## src/rtl/fetch_stage.sv

```systemverilog
// IF stage of the 5-stage MIPS pipeline: owns the PC and the IF/ID register,
// handling load-use stall, branch/jump redirect, flush and external PC load.
module fetch_stage #(
    parameter logic [31:0] RESET_PC  = 32'h0000_0000,
    parameter logic [31:0] NOP_INSTR = 32'h0000_0000,
    parameter int          CNT_WIDTH = 32
) (
    input  logic                 SYS_clk,
    input  logic                 SYS_reset,
    input  logic                 SYS_load,
    input  logic [7:0]           SYS_pc_val,
    input  logic                 F_stall,
    input  logic                 F_flush,
    input  logic                 F_redirect,
    input  logic [31:0]          F_redirect_target,
    output logic [31:0]          IMEM_PC,
    input  logic [31:0]          IMEM_instruction,
    output logic [31:0]          D_instruction,
    output logic [31:0]          D_pc_plus4,
    output logic                 D_valid,
    output logic                 F_misalign_err,
    output logic [CNT_WIDTH-1:0] F_fetch_count
);

    logic [31:0] pc;
    logic [31:0] pc_plus4;
    logic [31:0] pc_next;
    logic        misalign_next;
    logic        squash;
    logic        ifid_load;

    assign IMEM_PC  = pc;
    assign pc_plus4 = pc + 32'd4;

    // Any control-flow change or flush squashes the wrong-path fetch, even under stall.
    assign squash    = SYS_load | F_redirect | F_flush;
    assign ifid_load = !squash && !F_stall;

    // NOTE: every output of a combinational block gets a default first, so no path
    // through the if/else chain leaves it unassigned and infers a latch.
    always_comb begin
        pc_next       = pc_plus4;
        misalign_next = 1'b0;
        if (SYS_load) begin
            pc_next       = {24'b0, SYS_pc_val[7:2], 2'b00};
            misalign_next = (SYS_pc_val[1:0] != 2'b00);
        end else if (F_redirect) begin
            pc_next       = {F_redirect_target[31:2], 2'b00};
            misalign_next = (F_redirect_target[1:0] != 2'b00);
        end else if (F_stall) begin
            pc_next = pc;
        end
    end

    // NOTE: state registers use non-blocking assignments so every flop samples the
    // pre-edge values, independent of statement order inside the block.
    always_ff @(negedge SYS_clk) begin
        if (SYS_reset) begin
            pc             <= RESET_PC;
            D_instruction  <= NOP_INSTR;
            D_pc_plus4     <= 32'd0;
            D_valid        <= 1'b0;
            F_misalign_err <= 1'b0;
            F_fetch_count  <= '0;
        end else begin
            pc             <= pc_next;
            F_misalign_err <= misalign_next;
            if (squash) begin
                D_instruction <= NOP_INSTR;
                D_pc_plus4    <= 32'd0;
                D_valid       <= 1'b0;
            end else if (ifid_load) begin
                D_instruction <= IMEM_instruction;
                D_pc_plus4    <= pc_plus4;
                D_valid       <= 1'b1;
                F_fetch_count <= F_fetch_count + {{(CNT_WIDTH-1){1'b0}}, 1'b1};
            end
        end
    end

endmodule
```

## config.mk

```make
export PLATFORM = sky130hd
export DESIGN_NAME = fetch_stage
export DESIGN_NICKNAME = d
export VERILOG_FILES = /design/src/rtl/fetch_stage.sv
export SDC_FILE = /design/constraint.sdc
export NUM_CORES = 1
export LEC_CHECK = 0
export CAP_MARGIN = 20
export CORE_MARGIN = 4
export CORE_UTILIZATION = 40
export DETAILED_ROUTE_END_ITERATION = 8
export PLACE_DENSITY = 0.73
export REMOVE_ABC_BUFFERS = 1
export SLEW_MARGIN = 40
export SYNTH_ARGS = -nofsm -noshare
export SYNTH_HDL_FRONTEND = slang
export SYNTH_SLANG_ARGS = --single-unit
export TNS_END_PERCENT = 30
```

## constraint.sdc

```tcl
create_clock -name SYS_clk -period 4.2 [get_ports SYS_clk]
set_input_delay 0.84 -clock SYS_clk [delete_from_list [all_inputs] [get_ports SYS_clk]]
set_output_delay 0.84 -clock SYS_clk [all_outputs]
set_load 0.01 [all_outputs]
```

-- Word-level counts from Yosys, hierarchy flattened
Index checks and enable logic that the tools add are counted.
- input port bits: 78
- output and inout port bits: 130
- register bits: 130
- equal/unequal tests: 2
- add/subtract/negate cells: 2
- reduce and logical (&&, ||, !) cells: 9
- bitwise logic cells: 3
- mux-type cells: 5
- operators by type and width (kind ; number):
    32-bit 2-to-1 mux ; 2
    32-bit by 1-bit adder with 32-bit output, second input constant ; 1
    32-bit by 3-bit adder with 32-bit output, second input constant ; 1
    8-bit 2-to-1 mux ; 1
    2-bit nonzero test ; 2
    2-bit OR reduction ; 2
    3-bit by 2-bit != test with 1-bit output, second input constant ; 1
    3-bit OR reduction ; 1
    1-bit zero test ; 2
    1-bit 2-to-1 mux ; 2
    2-bit by 1-bit != test with 1-bit output, second input constant ; 1
    1-bit OR ; 2
    2-bit AND reduction ; 1
    1-bit logical AND ; 1
    1-bit inverter ; 1

-- Longest topological paths before layout
Gate-level depths: netlist of the first run.
- depth in word-level cells: 5
- mapped depth: 7
- mapped depth without buffers: 6

==> results.md, run 1 <==
* Outcome: complete, no violations
* Final-layout fill cell count at 1220
* Routed Wire Length at about 19000 um
* Final count of hold timing violations at 0
* Htree depth at 4
* Half-perimeter wire length after placement at ~13000 um
* Number of diodes added for antenna fixing at 0
* Max FO, Critical Path at 7
* Reported max-cap violation count at 0
* Kind of cell adding the most delay to the critical path: flip-flops
* First-pass detailed-route iteration total at 6
* Least setup slack across all paths after layout at between 0.05 and 0.06 ns
* Max Root-Sink Buffers at 2
* Cell at the slowest stage of the critical path: dfxtp_1
* Die Y at around 130 um
* Area growth from synthesis to layout at 60.6%
* Post-CTS setup-driven buffer insertion count at 0
* Combined area of all synthesized cells at 0.00567 mm^2
* First-pass GRT wire length at 30600 um
* Proportion of synthesized area in mux cells at 0.00882
* Leakage dissipation at between 0.004 and 0.005 uW
* Final cell count without fillers at 1190
* Buf+Inv Stages, Crit Path at 1
* Number of antenna violations at the first check in global routing at 0
* Warning count from the yosys run at 0
* Ordered list of cells on the worst path: dlygate4sd2_1
* Largest voltage drop on the vdd net at approximately 290 uV
* Sinks on the clock net at ~130
* Clock buffer count from CTS at 17
* Worst setup EP type: output pin
* Die area at roughly 0.016 mm^2
* Simple-gate share of the synthesized area at 0.191
* Worst hold-check path type: reg -> reg
* Vias in the first global route at approximately 6500
* Routed vias at around 6200
* All-Layer GR Usage at 0.233
* Synth unique cells at 39
* Cells after synthesis at 641
* Max-slew headroom at the worst pin at 0.498
* Classification of the worst setup path: reg -> out
* Remaining routing DRC violations at 0
* Avg Vias per Cell at roughly 5.2
* Pre-CTS worst setup slack at -0.778 ns
* Cell row count at 43
* Boundary pin count at between 200 and 250
* RSZ-0062 raised after global routing: yes
* Number of placed instances with taps included at 1034
* Number of slew-limit violations in the final report at 0
* Required arrival time at the worst endpoint at approximately 3.4 ns
* Worst Setup Start Kind: flip-flop
* Worst-Margin Slew at approximately 0.75 ns
* Number of register bits inferred by synthesis at approximately 130
* Net count reported at finish at approximately 1100
* Clock latency on the worst-skew pair at 0.46 ns
* Slowest Stage Delay on Critical Path at ~0.43 ns
* Final standard cell utilization of the core at 0.656
* Average wire per cell in the routed design at 16.1 um
* Initial core utilization at 0.409
* Synthesized area per cell at slightly below 9 um^2
* Post-route standard cell area excluding fillers at about 0.009 mm^2
* Core ar. at 0.0139 mm^2
* RD Place Congestion at approximately 0.85
* Proportion of layout cells with a drive suffix above 1 at 0.140
* Buffers on Ports at around 200
* Post-route clock skew at around 0.019 ns
* Xor and xnor area share after synthesis at 0.127
* Data arrival time at the worst-slack endpoint at between 3 and 4 ns
* Largest net degree at the start of global routing at 40
* Power Density at about 380 mW/mm^2
* Root Buffer: clkbuf_16
* Post-Place Cell Area at 0.00823 mm^2
* Post-route ant nets at 0
* Share of synthesized cell area in full adder, half adder and majority cells at 0.00441
* Iteration-0 DRC count of the detailed router at around 360
* TritonCTS clock tree: built
* Global route total overflow at 0
* Combinational family with the most area after synthesis: simple AND/OR/NAND/NOR gates
* Sequential share of the synthesized area at 0.445
* Clock input transition at the sequential cells of the worst setup and hold paths at 0.04 ns
* Die boundary width at 127 um
* Setup violators final at 0
* Fraction of the mapped netlist area in compound gates at 0.178
## flip-flops by register name, indices dropped and copies added (netlist names)
name,count
D_instruction,32
F_fetch_count,32
D_pc_plus4,30
IMEM_PC,30
D_valid,1
F_misalign_err,1
## per-layer routing
metal,vias to the layer above,global-route usage,part of all wire
li1,3008,-,-
met1,2890,0.258,0.42
met2,260,0.384,0.49
met3,36,0.0824,0.065
met4,0,0.138,0.027
met5,-,0,0
## layout by cell type (no fill, tap or decap), types with 3 or more instances in the layout
master           count
clkinv_4             6
clkbuf_16           17
buf_4               54
nor3_1              11
xor2_1              43
o221a_2             33
and4_1               7
xnor2_1             39
a211oi_1             3
clkdlybuf4s50_1     73
nor4_1               8
mux2i_1              5
inv_4                4
a21oi_1             60
dfxtp_1            121
nand2_1             30
dlygate4sd2_1      126
nor2_1              57
nand3_1             34
buf_12               5
or3_1                5
nand4_1             25
dfxtp_2              5
o21ai_0             60
clkbuf_2             3
inv_1              131
and3_1              13
conb_1               4
## what timing repair did
item / in CTS / in global routing
hold buffers: 0 / 0
setup endpoints to repair: 221 / 34
pin swaps: 4 / 7
resized for setup: 135 / 11
## area by class of cell
class | count | area (um^2) | share of cell area
multi-input combinational | 458 | 2920 | 0.320
sequential | 126 | 2530 | 0.278
timing repair buffer | 262 | 2360 | 0.259
clock inverter | 141 | 633 | 0.0695
clock buffer | 17 | 425 | 0.0467
tap | 180 | 225 | 0.0247
inverter | 6 | 22.5 | 0.00247
## Yosys cell counts, drive strengths merged
cell,number,area share
a211oi,3,0.0040
a21oi,60,0.053
and2,3,0.0033
and3,13,0.014
and4,7,0.011
and4b,1,0.0018
buf,17,0.018
clkbuf,36,0.024
clkinv,1,0.00066
conb,1,0.00066
dfxtp,126,0.44
ha,2,0.0044
inv,6,0.0040
mux2i,5,0.0088
nand2,30,0.020
nand3,35,0.032
nand3b,1,0.0013
nand4,25,0.028
nor2,58,0.038
nor2b,2,0.0022
nor3,13,0.011
nor4,10,0.016
nor4b,1,0.0015
o21a,1,0.0013
o21ai,60,0.053
o21bai,1,0.0013
o221a,33,0.065
or2,1,0.0011
or3,5,0.0055
or4,2,0.0033
xnor2,39,0.060
xor2,43,0.066
## power by group
| group | total (uW) | leakage [uW] | switching (uW) | internal (uW) |
|---|---|---|---|---|
| logic | 277 | 0.00245 | 131 | 146 |
| clock network | 1940 | 0.000961 | 896 | 1040 |
| registers | 1240 | 0.00102 | 14.6 | 1230 |
## worst paths after layout
kind	start	to	slack (ns)	cells past startpoint
worst max-delay path	IMEM_PC[8]$_SDFFE_NP0P_	IMEM_PC[8]	0.05	1
worst min-delay path	D_valid$_SDFFE_NP0P_	D_valid$_SDFFE_NP0P_	0.48	2
worst max register to register	IMEM_PC[2]$_SDFFE_NP0P_	IMEM_PC[22]$_SDFFE_NP0P_	1.91	7
worst min register to register	D_valid$_SDFFE_NP0P_	D_valid$_SDFFE_NP0P_	0.48	2
## through the flow
step	total power, uW	setup TNS (ns)	hold slack, ns
after global routing	3690	-0.0228	0.513
after floorplan	1530	-148.25	0.496
after global placement	1730	-59.37	0.452
final	3460	0	0.480
after detailed placement	1730	-64.86	0.481
after CTS	3520	0	0.484
## logic make-up after synthesis
kind of cell               count (synthesis)
buffers and inverters                     60
DFF                                      126
adders and majority gates                  2
muxes                                      5
and+or+nand+nor                          207
xor gates and xnor gates                  82
other                                      1
AOI/OAI and AO/OA                        158
(Power assumes the default switching activity.)
==> inputs of run 2 (changes only) <==
--- a/config.mk
+++ b/config.mk
@@ -11,6 +11,7 @@
 export DETAILED_ROUTE_END_ITERATION = 8
 export PLACE_DENSITY = 0.73
 export REMOVE_ABC_BUFFERS = 1
+export SETUP_SLACK_MARGIN = 0.1
 export SLEW_MARGIN = 40
 export SYNTH_ARGS = -nofsm -noshare
 export SYNTH_HDL_FRONTEND = slang
==> results.md, run 2 (same netlist as run 1, synthesis figures left out) <==
* Outcome: complete, no violations
* Number of diodes added for antenna fixing at 0 (unchanged)
* Routed Wire Length at 19600 um (+2.1%)
* Clock input transition at the sequential cells of the worst setup and hold paths at 0.03 ns (about the same)
* Max FO, Critical Path at 5 (-2)
* Buffers on Ports at 203 (unchanged)
* RD Place Congestion at 0.851 (unchanged)
* Core ar. at 0.0139 mm^2 (unchanged)
* Worst-Margin Slew at 0.725 ns (-0.0214 ns)
* Net count reported at finish at 1085 (+0.74%)
* Clock latency on the worst-skew pair at 0.47 ns (about the same)
* Global route total overflow at 0 (unchanged)
* Number of slew-limit violations in the final report at 0 (unchanged)
* Worst hold-check path type: reg -> reg
* Cell row count at 43 (unchanged)
* Post-route ant nets at 0 (unchanged)
* Final-layout worst hold slack at 0.480 ns (-0.000742 ns)
* Sinks on the clock net at 126 (unchanged)
* Worst Setup Start Kind: flip-flop
* Leakage dissipation at 0.00449 uW (+1.2%)
* Power Density at 376 mW/mm^2 (-0.98%)
* Htree depth at 4 (unchanged)
* TritonCTS clock tree: built
* Clock buffer count from CTS at 17 (unchanged)
* Required arrival time at the worst endpoint at 3.36 ns (about the same)
* Most frequent cells in the layout: inv_1, dlygate4sd2_1, dfxtp_1
* Commonest non-fill, non-tap cell in the layout: inv_1
* All-Layer GR Usage at 0.237 (+0.00454)
* Avg Vias per Cell at 5.22 (+0.25%)
* Post-Place Cell Area at 0.00823 mm^2 (unchanged)
* Largest net degree at the start of global routing at 40 (unchanged)
* First-pass detailed-route iteration total at 5 (-1)
* Post-route clock skew at 0.0283 ns (+0.00903 ns)
* Worst setup EP type: output pin
* Area growth from synthesis to layout at 63.0%
* Hold Buf Count CTS at 0 (unchanged)
* Iteration-0 DRC count of the detailed router at 368 (+3.7%)
* Data arrival time at the worst-slack endpoint at 3.25 ns (-0.06 ns)
* Buf+Inv Stages, Crit Path at 1 (unchanged)
* Average wire per cell in the routed design at 16.4 um (+1.4%)
* Half-perimeter wire length after placement at 13300 um (unchanged)
* Final count of hold timing violations at 0 (unchanged)
* Number of antenna violations at the first check in global routing at 0 (unchanged)
* Root Buffer: clkbuf_16
* Ordered list of cells on the worst path: dlygate4sd2_1
* Vias in the first global route at 6619 (+1.2%)
* Classification of the worst setup path: reg -> out
* First-pass GRT wire length at 31100 um (+1.8%)
* Die boundary width at 127 um (unchanged)
* Boundary pin count at 208 (unchanged)
* Routed vias at 6251 (+0.92%)
* Die Y at 127 um (unchanged)
* Proportion of layout cells with a drive suffix above 1 at 0.155 (+0.0156)
* Largest registers: D_instruction (32), F_fetch_count (32)
* Cell at the slowest stage of the critical path: dfxtp_1
* Slowest Stage Delay on Critical Path at 0.40 ns (-0.03 ns)
* Setup violators final at 0 (unchanged)
* Largest voltage drop on the vdd net at 286 uV (+0.33%)
* Post-route standard cell area excluding fillers at 0.00925 mm^2 (+1.5%)
* Kind of cell adding the most delay to the critical path: flip-flops
* Max-slew headroom at the worst pin at 0.512 (+0.0144)
* Max Root-Sink Buffers at 2 (unchanged)
* Remaining routing DRC violations at 0 (unchanged)
* Die area at 0.0162 mm^2 (unchanged)
* Reported max-cap violation count at 0 (unchanged)
* Initial core utilization at 0.409 (unchanged)
* RSZ-0062 raised after global routing: yes
run 2: cell count changes in the layout (fill, tap and decap cells not counted), sizes merged:
cell / change
clkdlybuf4s50: -1
clkdlybuf4s15: +2
bufbuf: +1
buf: +8
clkbuf: -1
dlygate4sd2: -1
run 2: path summary, 6_finish.rpt:
| kind | startpoint | to | slack (ns) | cells past startpoint |
|---|---|---|---|---|
| hold / removal | D_valid$_SDFFE_NP0P_ | D_valid$_SDFFE_NP0P_ | 0.48 | 2 |
| setup / recovery | F_fetch_count[18]$_SDFFE_NP0P_ | F_fetch_count[18] | 0.11 | 1 |
| setup reg to reg | IMEM_PC[2]$_SDFFE_NP0P_ | IMEM_PC[22]$_SDFFE_NP0P_ | 1.92 | 7 |
| hold reg to reg | D_valid$_SDFFE_NP0P_ | D_valid$_SDFFE_NP0P_ | 0.48 | 2 |
run 2: layer usage:
metal,wire [um],track usage,vias up,share of wire
li1,-,-,3025,-
met1,8190,0.263,2952,0.42
met2,9770,0.396,242,0.50
met3,1180,0.0815,32,0.060
met4,457,0.137,0,0.023
met5,0,0,-,0
run 2: layout make-up:
type                            count  area, um^2
Fill cell                        1200        4630
Multi-Input combinational cell    458        2930
Sequential cell                   126        2530
Timing Repair Buffer              270        2480
Clock inverter                    141         633
Clock buffer                       17         425
Tap cell                          180         225
Inverter                            6        22.5
run 2: through the flow:
| stage | worst slack (ns) | cells | total power, uW | util | TNS (ns) |
|---|---|---|---|---|---|
| floorplan | -2.18 | 591 | 1530 | - | -148.25 |
| global placement | -0.723 | 1034 | 1730 | 0.593 | -59.37 |
| detailed placement | -0.778 | 1034 | 1730 | 0.593 | -64.86 |
| CTS | 0.103 | 1195 | 3520 | 0.665 | 0 |
| global route | 0.0641 | 1198 | 3700 | 0.666 | 0 |
| finish | 0.112 | 1198 | 3480 | 0.666 | 0 |
run 2: where the power goes:
part           total [uW]  leakage, uW  switching [uW]  internal (uW)
Clock                1950     0.000961             904           1040
Combinational         287      0.00250             134            153
Sequential           1240      0.00103            14.7           1230
run 2: repair_timing:
action                                 CTS  global route
buffers inserted                         3             3
endpoints found under the hold margin    0             0
gates resized for setup                158            10
cloned                                   1             0
pin swaps                               10             5
setup endpoints to repair              236            28
